File: src/rtl/ptp_tx_gen.sv
// PTP transmit frame generator: arbitrates Sync/Delay_Req/Delay_Resp requests
// and emits fixed 6-word frames on a valid/ready stream with completion reporting.
module ptp_tx_gen #(
  parameter int unsigned SYNC_PERIOD = 1000000
) (
  input  logic        clk,
  input  logic        reset,
  input  logic        sync_start,
  input  logic        m_or_s,
  input  logic        send_dreq_pkt,
  input  logic        send_dresq_pkt,
  input  logic [63:0] rx_dreq_ts,
  input  logic [11:0] rx_dreq_seq,
  input  logic [63:0] local_time,
  output logic [31:0] tx_data,
  output logic        tx_valid,
  output logic        tx_sop,
  output logic        tx_eop,
  input  logic        tx_ready,
  output logic [3:0]  ptp_send_type,
  output logic        ptp_send_type_valid,
  output logic [15:0] drop_cnt
);

  localparam int unsigned TW      = (SYNC_PERIOD > 1) ? $clog2(SYNC_PERIOD) : 1;
  localparam logic [TW-1:0] TC    = TW'(SYNC_PERIOD - 1);
  localparam logic [3:0]  T_SYNC  = 4'd1;
  localparam logic [3:0]  T_DREQ  = 4'd3;
  localparam logic [3:0]  T_DRESP = 4'd4;
  localparam logic [15:0] ETH_PTP = 16'h88F7;

  typedef enum logic [1:0] {S_IDLE, S_SEND, S_DONE} state_t;

  state_t        r_state;
  logic [TW-1:0] r_timer;
  logic          r_pend_sync, r_pend_dreq, r_pend_dresp;
  logic [63:0]   r_hold_ts;
  logic [11:0]   r_hold_seq;
  logic [11:0]   r_sync_seq, r_dreq_seq;
  logic [15:0]   r_drop_cnt;
  logic [2:0]    r_idx;
  logic [3:0]    r_type;
  logic [31:0]   r_ts_lo;
  logic [63:0]   r_echo_ts;
  logic [11:0]   r_echo_seq;
  logic [31:0]   r_tx_data;
  logic          r_tx_valid, r_tx_sop, r_tx_eop;
  logic [3:0]    r_send_type;
  logic          r_send_valid;

  logic          w_timer_en, w_sync_req, w_idle, w_any, w_hs;
  logic          w_pick_sync, w_pick_dreq, w_pick_dresp;
  logic          w_drop_sync, w_drop_dreq, w_drop_dresp;
  logic [1:0]    w_drop_inc;
  logic [16:0]   w_drop_sum;
  logic [3:0]    w_sel_type;
  logic [11:0]   w_sel_seq;
  logic [63:0]   w_sel_echo_ts;
  logic [11:0]   w_sel_echo_seq;
  logic [31:0]   w_next_word;

  assign tx_data             = r_tx_data;
  assign tx_valid            = r_tx_valid;
  assign tx_sop              = r_tx_sop;
  assign tx_eop              = r_tx_eop;
  assign ptp_send_type       = r_send_type;
  assign ptp_send_type_valid = r_send_valid;
  assign drop_cnt            = r_drop_cnt;

  // Request decode, fixed-priority arbitration and next-word selection
  always_comb begin
    w_timer_en     = sync_start & m_or_s;
    w_sync_req     = w_timer_en & (r_timer == TC);
    w_idle         = (r_state == S_IDLE);
    w_any          = r_pend_sync | r_pend_dreq | r_pend_dresp;
    w_hs           = r_tx_valid & tx_ready;
    w_pick_dresp   = w_idle & r_pend_dresp;
    w_pick_dreq    = w_idle & ~r_pend_dresp & r_pend_dreq;
    w_pick_sync    = w_idle & ~r_pend_dresp & ~r_pend_dreq & r_pend_sync;
    w_drop_sync    = w_sync_req & r_pend_sync;
    w_drop_dreq    = send_dreq_pkt & r_pend_dreq;
    w_drop_dresp   = send_dresq_pkt & r_pend_dresp;
    w_drop_inc     = 2'(w_drop_sync) + 2'(w_drop_dreq) + 2'(w_drop_dresp);
    w_drop_sum     = 17'(r_drop_cnt) + 17'(w_drop_inc);
    w_sel_type     = T_SYNC;
    w_sel_seq      = r_sync_seq;
    w_sel_echo_ts  = 64'h0;
    w_sel_echo_seq = 12'h0;
    if (r_pend_dresp) begin
      w_sel_type     = T_DRESP;
      w_sel_seq      = r_hold_seq;
      w_sel_echo_ts  = r_hold_ts;
      w_sel_echo_seq = r_hold_seq;
    end else if (r_pend_dreq) begin
      w_sel_type = T_DREQ;
      w_sel_seq  = r_dreq_seq;
    end
    case (r_idx)
      3'd0:    w_next_word = local_time[63:32];
      3'd1:    w_next_word = r_ts_lo;
      3'd2:    w_next_word = r_echo_ts[63:32];
      3'd3:    w_next_word = r_echo_ts[31:0];
      3'd4:    w_next_word = {20'h0, r_echo_seq};
      default: w_next_word = 32'h0;
    endcase
  end

  // Sync interval timer, cleared whenever master Sync is not enabled
  always_ff @(posedge clk or negedge reset) begin
    if (!reset) begin
      r_timer <= '0;
    end else if (!w_timer_en || r_timer == TC) begin
      r_timer <= '0;
    end else begin
      r_timer <= r_timer + TW'(1);
    end
  end

  // Pending flags, DResp holding registers and saturating drop counter
  always_ff @(posedge clk or negedge reset) begin
    if (!reset) begin
      r_pend_sync  <= 1'b0;
      r_pend_dreq  <= 1'b0;
      r_pend_dresp <= 1'b0;
      r_hold_ts    <= 64'h0;
      r_hold_seq   <= 12'h0;
      r_drop_cnt   <= 16'h0;
    end else begin
      r_pend_sync  <= (r_pend_sync  & ~w_pick_sync)  | w_sync_req;
      r_pend_dreq  <= (r_pend_dreq  & ~w_pick_dreq)  | send_dreq_pkt;
      r_pend_dresp <= (r_pend_dresp & ~w_pick_dresp) | send_dresq_pkt;
      if (send_dresq_pkt && !r_pend_dresp) begin
        r_hold_ts  <= rx_dreq_ts;
        r_hold_seq <= rx_dreq_seq;
      end
      if (w_drop_inc != 2'd0) begin
        r_drop_cnt <= w_drop_sum[16] ? 16'hFFFF : w_drop_sum[15:0];
      end
    end
  end

  // Frame FSM; echo fields are snapshotted at frame start so a new DResp
  // request cannot corrupt a frame already in flight
  always_ff @(posedge clk or negedge reset) begin
    if (!reset) begin
      r_state      <= S_IDLE;
      r_idx        <= 3'd0;
      r_type       <= 4'd0;
      r_ts_lo      <= 32'h0;
      r_echo_ts    <= 64'h0;
      r_echo_seq   <= 12'h0;
      r_sync_seq   <= 12'h0;
      r_dreq_seq   <= 12'h0;
      r_tx_data    <= 32'h0;
      r_tx_valid   <= 1'b0;
      r_tx_sop     <= 1'b0;
      r_tx_eop     <= 1'b0;
      r_send_type  <= 4'd0;
      r_send_valid <= 1'b0;
    end else begin
      case (r_state)
        S_IDLE: begin
          if (w_any) begin
            r_state    <= S_SEND;
            r_idx      <= 3'd0;
            r_type     <= w_sel_type;
            r_echo_ts  <= w_sel_echo_ts;
            r_echo_seq <= w_sel_echo_seq;
            r_tx_data  <= {ETH_PTP, w_sel_type, w_sel_seq};
            r_tx_valid <= 1'b1;
            r_tx_sop   <= 1'b1;
            r_tx_eop   <= 1'b0;
          end
        end
        S_SEND: begin
          if (w_hs) begin
            r_tx_sop <= 1'b0;
            if (r_idx == 3'd0) begin
              r_ts_lo <= local_time[31:0];
            end
            if (r_idx == 3'd5) begin
              r_state      <= S_DONE;
              r_tx_valid   <= 1'b0;
              r_tx_eop     <= 1'b0;
              r_tx_data    <= 32'h0;
              r_send_type  <= r_type;
              r_send_valid <= 1'b1;
            end else begin
              r_idx     <= r_idx + 3'd1;
              r_tx_data <= w_next_word;
              r_tx_eop  <= (r_idx == 3'd4);
            end
          end
        end
        S_DONE: begin
          r_send_valid <= 1'b0;
          r_state      <= S_IDLE;
          if (r_type == T_SYNC) begin
            r_sync_seq <= r_sync_seq + 12'd1;
          end else if (r_type == T_DREQ) begin
            r_dreq_seq <= r_dreq_seq + 12'd1;
          end
        end
        default: r_state <= S_IDLE;
      endcase
    end
  end

endmodule
File: config.mk
export PLATFORM = sky130hd
export DESIGN_NAME = ptp_tx_gen
export DESIGN_NICKNAME = d
export VERILOG_FILES = /design/src/rtl/ptp_tx_gen.sv
export SDC_FILE = /design/constraint.sdc
export NUM_CORES = 1
export LEC_CHECK = 0
export CORE_ASPECT_RATIO = 1.5
export CORE_UTILIZATION = 30
export CTS_BUF_LIST = sky130_fd_sc_hd__clkbuf_8 sky130_fd_sc_hd__clkbuf_16
export CTS_CLUSTER_SIZE = 10
export DETAILED_ROUTE_END_ITERATION = 8
export RECOVER_POWER = 100
export SYNTH_ARGS = -nofsm -noshare
export SYNTH_HDL_FRONTEND = slang
export SYNTH_SLANG_ARGS = --single-unit
File: constraint.sdc
create_clock -name clk -period 4.2 [get_ports clk]
set_clock_uncertainty 0.1 [all_clocks]
set_input_delay 0.84 -clock clk [delete_from_list [all_inputs] [get_ports clk]]
set_output_delay 0.84 -clock clk [all_outputs]
set_load 0.01 [all_outputs]
; Word-level counts from Yosys, hierarchy flattened
; Cells that the tools add are included.
[totals]
ff_bits = 296
inputBits = 147
output_inout_bits = 56
[op_classes]
add_sub_neg = 7
n_eq_ne = 14
mux = 34
bitwise_logic = 25
n_reduce_logical = 19
[op_table]
columns = operator, count
row1 = 32-bit one-hot mux with 5 select lines, 1
row2 = 32-bit 2-to-1 mux, 3
row3 = 64-bit 2-to-1 mux, 1
row4 = 32-bit one-hot mux with 2 select lines, 1
row5 = 12-bit 2-to-1 mux, 3
row6 = 12-bit by 1-bit adder with 12-bit output (second input constant), 2
row7 = 20-bit by 1-bit adder with 20-bit output (second input constant), 1
row8 = 20-bit equality test (second input constant), 1
row9 = 20-bit 2-to-1 mux, 1
row10 = 3-bit AND reduction, 6
row11 = 16-bit by 2-bit adder with 17-bit output, 1
row12 = 16-bit 2-to-1 mux, 1
row13 = 1-bit bitwise AND, 14
row14 = 1-bit 2-to-1 mux, 9
row15 = 3-bit 2-to-1 mux, 3
row16 = 2-bit 2-to-1 mux, 4
row17 = 1-bit one-hot mux with 2 select lines, 4
row18 = 4-bit AND reduction, 2
row19 = 3-bit by 2-bit equality test with 1-bit output (second input constant), 2
row20 = 3-bit equality test (second input constant), 2
row21 = 2-bit != test (second input constant), 3
row22 = 1-bit NOT, 6
row23 = 3-bit one-hot mux with 2 select lines, 1
row24 = 2-bit nonzero test, 3
row25 = other kinds (18), 24

; Depth between registers and ports, before layout
; Gate-level depths: netlist (run 1).
[depth]
depth_word = 7
mapped_depth = 11
depth_no_buf = 11

; Worst setup path before layout (run 1)
; No wires, ideal clock.
[synth_timing]
kind = input port to flip-flop
startpoint = input sync_start
endpoint = register r_drop_cnt[10], in the netlist drop_cnt[10]
setup_time_ns = 0.125
t_arrival_ns = 2.987
required_time_ns = 3.975
path_slack_ns = 0.988
path_stages = 10
path_buffers = 0
path_cell_list = nand2_1 nor3_1 and2_1 fa_1 ha_1 fa_1 o211ai_1 nor2_1 nand4_1 mux2_2
[synth_between]
elab_chain_len = 7
elab_cells_between_ends = 8
cone_classes = add/sub (3) / mux (1) / bitwise (3) / reduce/logical (1)
[synth_lines]
columns = element, line
row1 = from (decl), 8  ; input logic sync_start,
row2 = 1-bit bitwise AND *, 72  ; w_timer_en = sync_start & m_or_s;
row3 = 1-bit bitwise AND *, 73  ; w_sync_req = w_timer_en & (r_timer == TC);
row4 = 1-bit bitwise AND *, 80  ; w_drop_sync = w_sync_req & r_pend_sync;
row5 = 1-bit by 1-bit adder with 2-bit output *, 83  ; w_drop_inc = 2'(w_drop_sync) + 2'(w_drop_dreq) + 2'(w_drop_dresp);
row6 = 2-bit by 1-bit adder with 2-bit output *, 83
row7 = 16-bit by 2-bit adder with 17-bit output, 84  ; w_drop_sum = 17'(r_drop_cnt) + 17'(w_drop_inc);
row8 = 16-bit 2-to-1 mux, 137  ; r_drop_cnt <= w_drop_sum[16] ? 16'hFFFF : w_drop_sum[15:0];
row9 = to (signal assigned), 137
row10 = to (decl), 40  ; logic [15:0] r_drop_cnt;
; Every way passes the cells marked *; elsewhere a longest branch is shown, timed or not.
; A chain may end at the register's enable or synchronous reset.

; Worst setup path after layout (run 1)
[layout_timing]
startpoint = register r_idx[0]
endpoint = register r_ts_lo[9]
[layout_between]
elab_chain_len = 2
[layout_lines]
columns = element, line
row1 = from (decl), 41  ; logic [2:0] r_idx;
row2 = from (signal assigned), 189  ; r_idx <= r_idx + 3'd1;
row3 = 3-bit logical NOT, 178  ; if (r_idx == 3'd0) begin
row4 = 3-bit AND reduction (no source line), n/a
row5 = to (signal assigned), 179  ; r_ts_lo <= local_time[31:0];
row6 = to (decl), 43  ; logic [31:0] r_ts_lo;
; Every way passes these cells.

==> results of run 1 <==
worst min-delay path by stage:
stage,to,slack [ps]
after floorplan,r_dreq_seq[11]$_DFFE_PN0P_,340
after global placement,r_dreq_seq[11]$_DFFE_PN0P_,360
after detailed placement,r_dreq_seq[11]$_DFFE_PN0P_,370
after CTS,r_echo_ts[56]$_DFFE_PN0P_,370
after global routing,r_sync_seq[11]$_DFFE_PN0P_,390
final,r_dreq_seq[11]$_DFFE_PN0P_,370
power by group through the flow:
stage	combinational, mW	sequential (mW)	clock, mW
2_1_floorplan	2.47	4.54	0
3_3_place_gp	3.98	4.75	0
3_5_place_dp	4.07	4.77	0
4_1_cts	4.08	4.74	2.83
5_1_grt	4.29	4.85	2.92
6_report	3.91	4.73	2.75
kinds of logic after synthesis:
| group | synth area share (%) |
|---|---|
| other | 0.0296 |
| XOR/XNOR | 2.90 |
| AO/OA/AOI/OAI | 15.4 |
| flip-flops | 58.1 |
| buffers and inverters | 2.64 |
| adder cells (fa/ha/maj) | 1.30 |
| AND/OR/NAND/NOR | 8.31 |
| multiplexers | 11.4 |
registers in the layout, summed over array words and instances (netlist names):
| name | count |
|---|---|
| tx_eop | 1 |
| r_dreq_seq | 12 |
| r_timer | 20 |
| ptp_send_type | 3 |
| r_hold_ts | 64 |
| r_type | 3 |
| r_state | 2 |
| r_ts_lo | 32 |
| r_pend_dreq | 1 |
| r_sync_seq | 12 |
| ptp_send_type_valid | 1 |
| tx_data | 32 |
| r_pend_sync | 1 |
| tx_valid | 1 |
| tx_sop | 1 |
| r_hold_seq | 12 |
| r_echo_ts | 64 |
| r_pend_dresp | 1 |
| drop_cnt | 16 |
| r_echo_seq | 12 |
| r_idx | 3 |
cell usage in the layout, fill, tap and decap left out, types with 3 or more instances in the layout:
master,count
a222oi_1,15
clkbuf_1,7
dfrtp_1,294
mux2_2,116
nand3_1,14
a22oi_1,34
nand2_1,63
and4_1,4
a32oi_1,12
nor2b_1,7
inv_1,18
a22o_1,85
clkdlybuf4s50_1,144
mux2i_1,12
clkbuf_2,9
ha_1,10
buf_4,17
and3_1,19
xor2_1,15
o22a_1,10
o21ai_0,41
nand2b_1,3
dlygate4sd3_1,56
and2_1,3
a31oi_1,3
or3_1,8
a2bb2oi_1,5
nor4_1,7
nor3_1,10
nand4_1,13
xnor2_1,27
a221o_1,12
clkbuf_16,37
nor2_1,39
a21oi_1,22
worst max-delay path, delay by kind of cell, from the launching register on:
family                   cells  cell delay, ps
buffers and inverters        3            1680
adder cells (fa/ha/maj)      1             630
AND/OR/NAND/NOR              2             490
multiplexers                 1             420
flip-flops                   1             410
layout make-up:
type,instances,area (um2),share of cell area [%]
diodes,2,5.00,0.0306
inverters,15,56.3,0.345
multi-input cells,641,4980,30.5
clock buffers,39,953,5.84
well taps,558,698,4.27
clock inverters,7,42.5,0.260
flip-flops and latches,294,7360,45.0
repair buffers,235,2240,13.7
metal layers:
layer  share of wire (%)  vias to the layer above  global-route usage, %
li1                    -                     4199                      -
met1                  38                     4740                   19.9
met2                  53                      269                   33.0
met3                 5.9                       67                   4.03
met4                 2.9                        8                   6.25
met5                0.14                        -                      0
==> out/metrics.yaml, run 1 <==
route:
  detail-route-antenna-nets: 0
  drc: 0
  wirelength_um: 37800
  vias: 9283
  wl_per_cell_um: 21.1
  drtIter0Drc: 580
  firstDrtPassIters: 5
  via_per_inst: 5.18
yosys:
  syn_area_um2: 12700
  ys_ff_latch: 294
  ys.flop_type: "dfrtp_1"
  syn_inst: 1021
  synth_seq_area_share_pct: 58.1
  yosysMostFrequentCell: "dfrtp_1"
  synthTopCellsByArea: "dfrtp_1 58%, mux2_2 10%, a22o_1 5.9%"
  avgSynthCellArea_um2: 12.4
  syn_nets: 1180
  synth_common_cells: "294 x dfrtp_1, 116 x mux2_2, 85 x a22o_1, 63 x nand2_1, 58 x clkbuf_1"
  synth_edf_count: 0
  synth_top_area_share_pct: 58.1
  synth_cell_type_count: 57
  ys_warn_count: 0
  synth_top_area_cell: "dfrtp_1"
  synthArstFlopShare_pct: 100
critical_path:
  r2r_slack_ps: 340
  r2r_start: "r_idx[0]$_DFFE_PN0P_"
  cp_slowest_cell: "clkbuf_1"
  reg2reg_to: "r_ts_lo[9]$_DFFE_PN0P_"
  cpPeakStageDelay_ps: 830
  cp_common_cell: "nor2b_1"
  worst_r2r_path_depth: 7
  cp_max_fo: 31
  worstSetupEndpoint: "r_ts_lo[9]$_DFFE_PN0P_"
  startpoint_type: "register"
  cp-startpoint: "r_idx[0]$_DFFE_PN0P_"
  critPathKind: "register to register"
  worstPathArrival_ps: 4160
  crit_path_end_kind: "register"
  path_cells: "inv_1, ha_1, nor2b_1, clkbuf_1, nor2b_1, clkbuf_2, mux2_2"
  cp_data_required_time_ps: 4490
floorplan:
  die_h_um: 254
  boundaryPins: 203
  core_um2: 41300
  die_area_um2: 43100
  initial_core_util_pct: 30.6
  die_w_um: 170
  rows: 91
layout:
  final_nets: 1382
  fin_area_um2: 16300
  fillers: 3987
  drive_gt1_share_pct: 15.7
  final_cells: 1791
  final_core_util_pct: 39.5
  areaGrowthSynthToFinish_pct: 29.0
outcome:
  status: "finished, violations left"
  violations: "capacitance limit, slew limit"
clock_tree:
  cts_tree: "done"
  cts_hold_buf: 0
  post_cts_buffers: 0
  clkSinkCount: 294
  clkLatencyLatePin_ps: 520
  clock_path_buffers: 3
  root_buffer: "clkbuf_16"
  htreeDepth: 2
  clk_pin_slew_ps: 60
  cts_made_buffers: 36
  ctsResizeCount: 0
timing:
  tns_ps: 0
  period_needed_ps: 3860
  setup_viol: 0
  worst_pin_slew_ps: 3270
  maxSlewViolCount: 233
  rsz0062_at_grt: "no"
  max_clock_freq_mhz: 259
  relSlewSlack_pct: -118
  holdWs_ps: 374
  setup_ws_ps: 337
  post-route-period-util_pct: 92.0
  finalHoldViolations: 0
worst_hold_path:
  hold_path_class: "register to register"
  min_path_cells: 1
  min_from: "r_dreq_seq[11]$_DFFE_PN0P_"
power_and_ir_drop:
  p_per_area_nw_per_um2: 697
  peakVddDrop_uv: 340
  combPwrFrac_pct: 34.4
  total_power_mw: 11.4
  clkPwrFrac_pct: 24.1
  power.leakage_nw: 7.08
  seqPwrFrac_pct: 41.5
  p_switching_mw: 3.90
  swShare_pct: 34.2
  p_int_mw: 7.48
placed_design:
  pre_cts_ws_ps: -66.9
  dpl_cell_area_um2: 15400
  dp_hpwl_um: 26300
  numPortBuffers: 201
  place_inst: 1743
  gp_congestion: 0.850
global_routing:
  grt_usage_pct: 17.9
  grt_pass1_vias: 9870
  grt_max_degree: 122
  overflow: 0
  grt_pass1_wl_um: 58300
  antenna_found_initial: 5
job:
  max-cap-violations: 3
Note: power is estimated with default switching activity, not from simulation.
==> run 2: changes to the inputs <==
SLEW_MARGIN = 5   (was default)
==> results of run 2 <==
Same layout as run 1: the final DEF is identical, and so are final timing and power.
==> edit 1: new RTL, settings of run 2 <==
The parameter `SYNC_PERIOD` goes from 1000000 to 2000000.
--- a/src/rtl/ptp_tx_gen.sv
+++ b/src/rtl/ptp_tx_gen.sv
@@ -2,5 +2,5 @@
 // and emits fixed 6-word frames on a valid/ready stream with completion reporting.
 module ptp_tx_gen #(
-  parameter int unsigned SYNC_PERIOD = 1000000
+  parameter int unsigned SYNC_PERIOD = 2000000
 ) (
   input  logic        clk,
Formal check against the unedited RTL: no difference found for any inputs over 4 cycles, from zero or initial values and one cycle with reset low; that may be too few to reach the edited logic, so the function may still have changed.
==> edit 1 against run 2 <==
The flow still finishes with violations (max-capacitance violations, max-slew violations). Sequential cell count increased by 1. Worst setup slack better by 0.16 ns. Total power increased by 1.1%. Wire length rose by 1.3%. Cell area up 0.35%. Sequential power about the same. Area after synthesis increased by 1.5%. Die area up 1.4%. Sequential share of layout area about the same. First-iteration DRC count rose by 25%. Non-clock buffer count down 13. Largest cell class unchanged.
==> edit 1: results <==
clock_network:
  insertion_delay_ns: 0.53
  cts_max_level: 2
  cts_made_buffers: 36
  ctsResizeCount: 0
  clock_path_buffers: 3
  path_clk_slew_ns: 0.06
  postCtsSetupBuffers: 0
  root_buffer: "clkbuf_16"
layout:
  final_nets: 1404
  drive_above_1_share_pct: 14.70
  n_antenna_cell: 0
  largestRegisters: "r_echo_ts (64), r_hold_ts (64)"
  final_cells: 1816
  nFillCells: 4120
yosys:
  synth.distinct_cells: 63
  ys_top_cells_by_area: "dfrtp_1, mux2_2, a22o_1, o21ai_0, a222oi_1"
  synth_area_per_cell_sq_um: 12.18
  async_reset_ff_share_pct: 100.0
  synth_nets: 1214
  synth_seq_area_share_pct: 57.45
  yosys_warnings: 0
  synth_common_cells: "dfrtp_1, mux2_2, a22o_1, o21ai_0"
routing:
  wl_per_cell_um: 21.07
  drt_iter0_drc: 724
  firstDrtPassIters: 5
  num_vias: 9433
sta:
  report.final.slew_viol_count: 230
  slew_headroom_pct: -41.24
placed_design:
  io_buffers: 201
  dp_slack_ns: 0.1417
  gp_congestion: 0.8345
  dp_hpwl_um: 26440
worst_setup_path:
  path_max_fanout: 6
  critPathArrivalTime_ns: 4.01
power:
  p_leak_nw: 6.955
  intPower_mw: 7.497
  vdd_ir_drop_max_mv: 0.4048
worst_hold_path:
  hp-class: "reg -> reg"
global_routing:
  grt_max_degree: 91
  grt_antenna_before_repair: 3
  grt_pass1_wl_um: 59300
  grt_use_total_pct: 17.85
  grt_pass1_vias: 9997
outcome:
  status: "complete, but fails checks"
  violations: "max-capacitance violations, max-slew violations"
flow_run:
  cap_violations: 6
-- edit 1: cell count changes after synthesis, moves of 12 or more --
cell      before  now
nand2b_1       4   16
clkbuf_1      58   38
xnor2_1       27   14
a221o_1       12    0
nor2_1        39   57
a22oi_1       34    0
a222oi_1      15   32
a21oi_1       22   47
o21ai_0       41   68
and3_1        19    5
buf_2          6   23
-- edit 1: through the flow --
stage                     hold WS, ns  cell area (sq um)
after floorplan                0.3414              12850
after global placement         0.3597              15520
after detailed placement       0.3575              15520
after CTS                      0.2177              16530
after global routing           0.3834              16390
final                          0.3722              16390
-- edit 1: final cells by class --
cell class	count	area [sq um]	area share, %
Sequential cell	295	7382	45.03
Timing Repair Buffer	222	2171	13.24
Tap cell	564	705.7	4.304
Multi-Input combinational cell	680	5094	31.07
Clock buffer	39	964.7	5.884
Inverter	10	37.54	0.2290
Clock inverter	6	40.04	0.2442
-- edit 1: critical path, cell delays in order, from the launching register on --
cell	delay, ns
dfrtp_1	0.39
ha_1	0.26
nand4_1	0.26
nor4_1	0.40
and3_1	0.23
fa_1	0.48
ha_1	0.25
fa_1	0.41
o2111ai_1	0.19
nor3_1	0.16
nand3_1	0.13
mux2_2	0.33
-- edit 1: cells by family (layout without fill, tap and decap cells) --
group	Yosys count	in the layout	synth area share, %
other cells	1	1	0.02918
simple gates	226	226	9.202
buf+inv	80	277	2.687
compound gates	277	277	15.79
fa+ha+maj	12	12	1.285
mux	128	128	11.10
xor+xnor	36	36	2.454
flops	295	295	57.45
-- edit 1: layer usage --
metal,share of wire (%),GRT usage [%],wire length (um)
met3,6.5,4.631,2470
met5,0.065,0,25
met4,3.2,6.647,1212
met1,38,20.28,14390
met2,53,31.61,20160
-- edit 1: power groups by stage --
stage / clock, mW / combinational [mW] / sequential (mW)
2_1_floorplan: 0 / 2.58 / 4.57
3_3_place_gp: 0 / 4.07 / 4.74
3_5_place_dp: 0 / 4.15 / 4.78
4_1_cts: 2.87 / 4.17 / 4.74
5_1_grt: 2.98 / 4.37 / 4.85
6_report: 2.78 / 4.01 / 4.72
-- edit 1: worst paths after layout --
path | from | end | slack (ns) | depth (start not counted)
setup / recovery | r_timer[0] | drop_cnt[12] | 0.50 | 11
max in group asynchronous | reset | drop_cnt[2] | 0.84 | 2
setup reg to reg | r_timer[0] | drop_cnt[12] | 0.50 | 11
min in group asynchronous | reset | r_ts_lo[1] | 0.77 | 1
hold reg to reg | r_dreq_seq[11] | r_dreq_seq[11] | 0.37 | 1
hold / removal | r_dreq_seq[11] | r_dreq_seq[11] | 0.37 | 1
==> edit 2: new RTL, config.mk and constraints of run 2 <==
Made on the original files. Compare `r_timer` against `TC` with >= in place of ==.
--- a/src/rtl/ptp_tx_gen.sv
+++ b/src/rtl/ptp_tx_gen.sv
@@ -71,5 +71,5 @@
   always_comb begin
     w_timer_en     = sync_start & m_or_s;
-    w_sync_req     = w_timer_en & (r_timer == TC);
+    w_sync_req     = w_timer_en & (r_timer >= TC);
     w_idle         = (r_state == S_IDLE);
     w_any          = r_pend_sync | r_pend_dreq | r_pend_dresp;
Check against the original RTL: same outputs for any inputs over 4 cycles, from zero or initial values and one cycle with reset low; that may be too few to reach the edited logic, so the function may still have changed.
==> edit 2 against run 2 <==
The flow still finishes with violations (max-capacitance violations, max-slew violations). Total power shrank 6.0%. Cell area is 0.97% higher. Hold slack got worse by 0.0078 ns. Maximum frequency increased by 0.64%. Worst setup slack improved by 0.024 ns. Area after synthesis is 2.7% higher. Register-to-register slack improved by 0.07 ns. Combinational power fell by 10%. Synthesized cell count rose by 17%. Sequential power shrank 3%. Sequential cell count is the same. Wire length down 0.54%. Largest power group unchanged.
==> edit 2: results <==
outcome:
  status: "complete, but fails checks"
  violations: "max-capacitance violations, max-slew violations"
placed_design:
  io_buffers: 201
  placed_area_sq_um: 15720
  dp_hpwl_um: 26230
  gp_congestion: 0.8245
  dp_slack_ns: 0.1216
yosys:
  synth.distinct_cells: 57
  ys_top_cells_by_area: "dfrtp_1, mux2_2, nand2_1, nand3_1, o21ai_0"
  synth_seq_area_share_pct: 56.56
  synth_common_cells: "dfrtp_1, nand2_1, mux2_2, nand3_1, o21ai_0"
  yosys_warnings: 0
  async_reset_ff_share_pct: 100.0
  synth_nets: 1354
worst_setup_path:
  crit_start: "send_dresq_pkt"
  slowest_delay_ns: 1.37
  cp_top_family: "buffers and inverters"
  r2r-start: "r_timer[10]"
  critPathArrivalTime_ns: 4.13
  path_max_fanout: 30
  worst_path_max_delay_cell: "nor2b_1"
worst_hold_path:
  hp-class: "reg -> reg"
  hold_start: "r_echo_ts[13]"
power:
  vdd_ir_drop_max_mv: 0.2688
  netSwitchingFraction_pct: 34.94
  p_leak_nw: 7.341
clock_network:
  cts_made_buffers: 35
  insertion_delay_ns: 0.52
  cts_max_level: 2
  clock_path_buffers: 3
  ctsResizeCount: 0
  postCtsSetupBuffers: 0
  path_clk_slew_ns: 0.05
  root_buffer: "clkbuf_16"
routing:
  wl_per_cell_um: 19.21
  firstDrtPassIters: 8
  num_vias: 9881
  drt_iter0_drc: 587
sta:
  slew_headroom_pct: -67.37
  report.final.slew_viol_count: 279
layout:
  largestRegisters: "r_echo_ts (64), r_hold_ts (64)"
  final_nets: 1536
  drive_above_1_share_pct: 12.60
global_routing:
  grt_antenna_before_repair: 4
  grt_max_degree: 100
  grt_pass1_vias: 10180
  grt_pass1_wl_um: 59170
  grt_use_total_pct: 17.44
flow_run:
  cap_violations: 6
edit 2: kinds of logic (layout without fill, tap and decap cells):
kind of cell	count (synthesis)	in the layout	share of synthesized area, %
flip-flops	294	294	56.56
other	1	5	0.02883
multiplexers	127	127	10.88
XOR/XNOR	37	37	2.491
adder cells (fa/ha/maj)	12	12	1.270
buffers and inverters	90	276	2.703
AO/OA/AOI/OAI	212	212	11.22
AND/OR/NAND/NOR	422	422	14.85
edit 2: worst paths after layout:
path	end	slack, ns	cells after the start
max	r_hold_ts[25]	0.36	4
min	r_echo_ts[13]	0.37	2
max reg2reg	drop_cnt[13]	0.41	11
min reg2reg	r_echo_ts[13]	0.37	2
max in group asynchronous	r_hold_ts[50]	0.84	2
min in group asynchronous	drop_cnt[11]	0.97	1
edit 2: final cells by class:
class                      count  area, sq um
fill                        4274        26330
sequential                   294         7361
multi-input combinational    811         5316
timing repair buffer         222         2142
clock inverter                 6        28.78
tap                          570        713.2
clock buffer                  35        875.8
antenna                        4        10.01
inverter                      13        48.80
edit 2: worst reg2reg max path, cell delays in order (launching register included):
cell and delay [ns]:
dfrtp_1 0.42, or4_1 0.57, a211oi_1 0.24, o211a_1 0.21, nor3b_1 0.07, fa_1 0.50, ha_1 0.24, fa_1 0.43
o2111a_1 0.18, and4_1 0.26, nand2_1 0.29, a31oi_1 0.14
edit 2: power by group through the flow:
stage	logic, mW	registers (mW)	clock network [mW]
after detailed placement	3.66	4.68	0
final	3.51	4.61	2.58
after floorplan	2.24	4.47	0
after CTS	3.67	4.64	2.67
after global routing	3.90	4.75	2.77
after global placement	3.57	4.64	0
edit 2: metrics by stage:
step / std cells / utilization [%]
final: 1955 / 38.52
after global routing: 1955 / 38.52
after CTS: 1951 / 38.82
after global placement: 1910 / 36.71
after detailed placement: 1910 / 36.71
after floorplan: 1195 / -
edit 2: per-layer routing:
| layer | share of wire, % | GRT usage, % | wire length (um) |
|---|---|---|---|
| met1 | 40 | 21.19 | 15140 |
| met2 | 51 | 29.93 | 19280 |
| met3 | 4.5 | 2.830 | 1688 |
| met4 | 3.9 | 7.842 | 1456 |
| met5 | 0 | 0 | 0 |
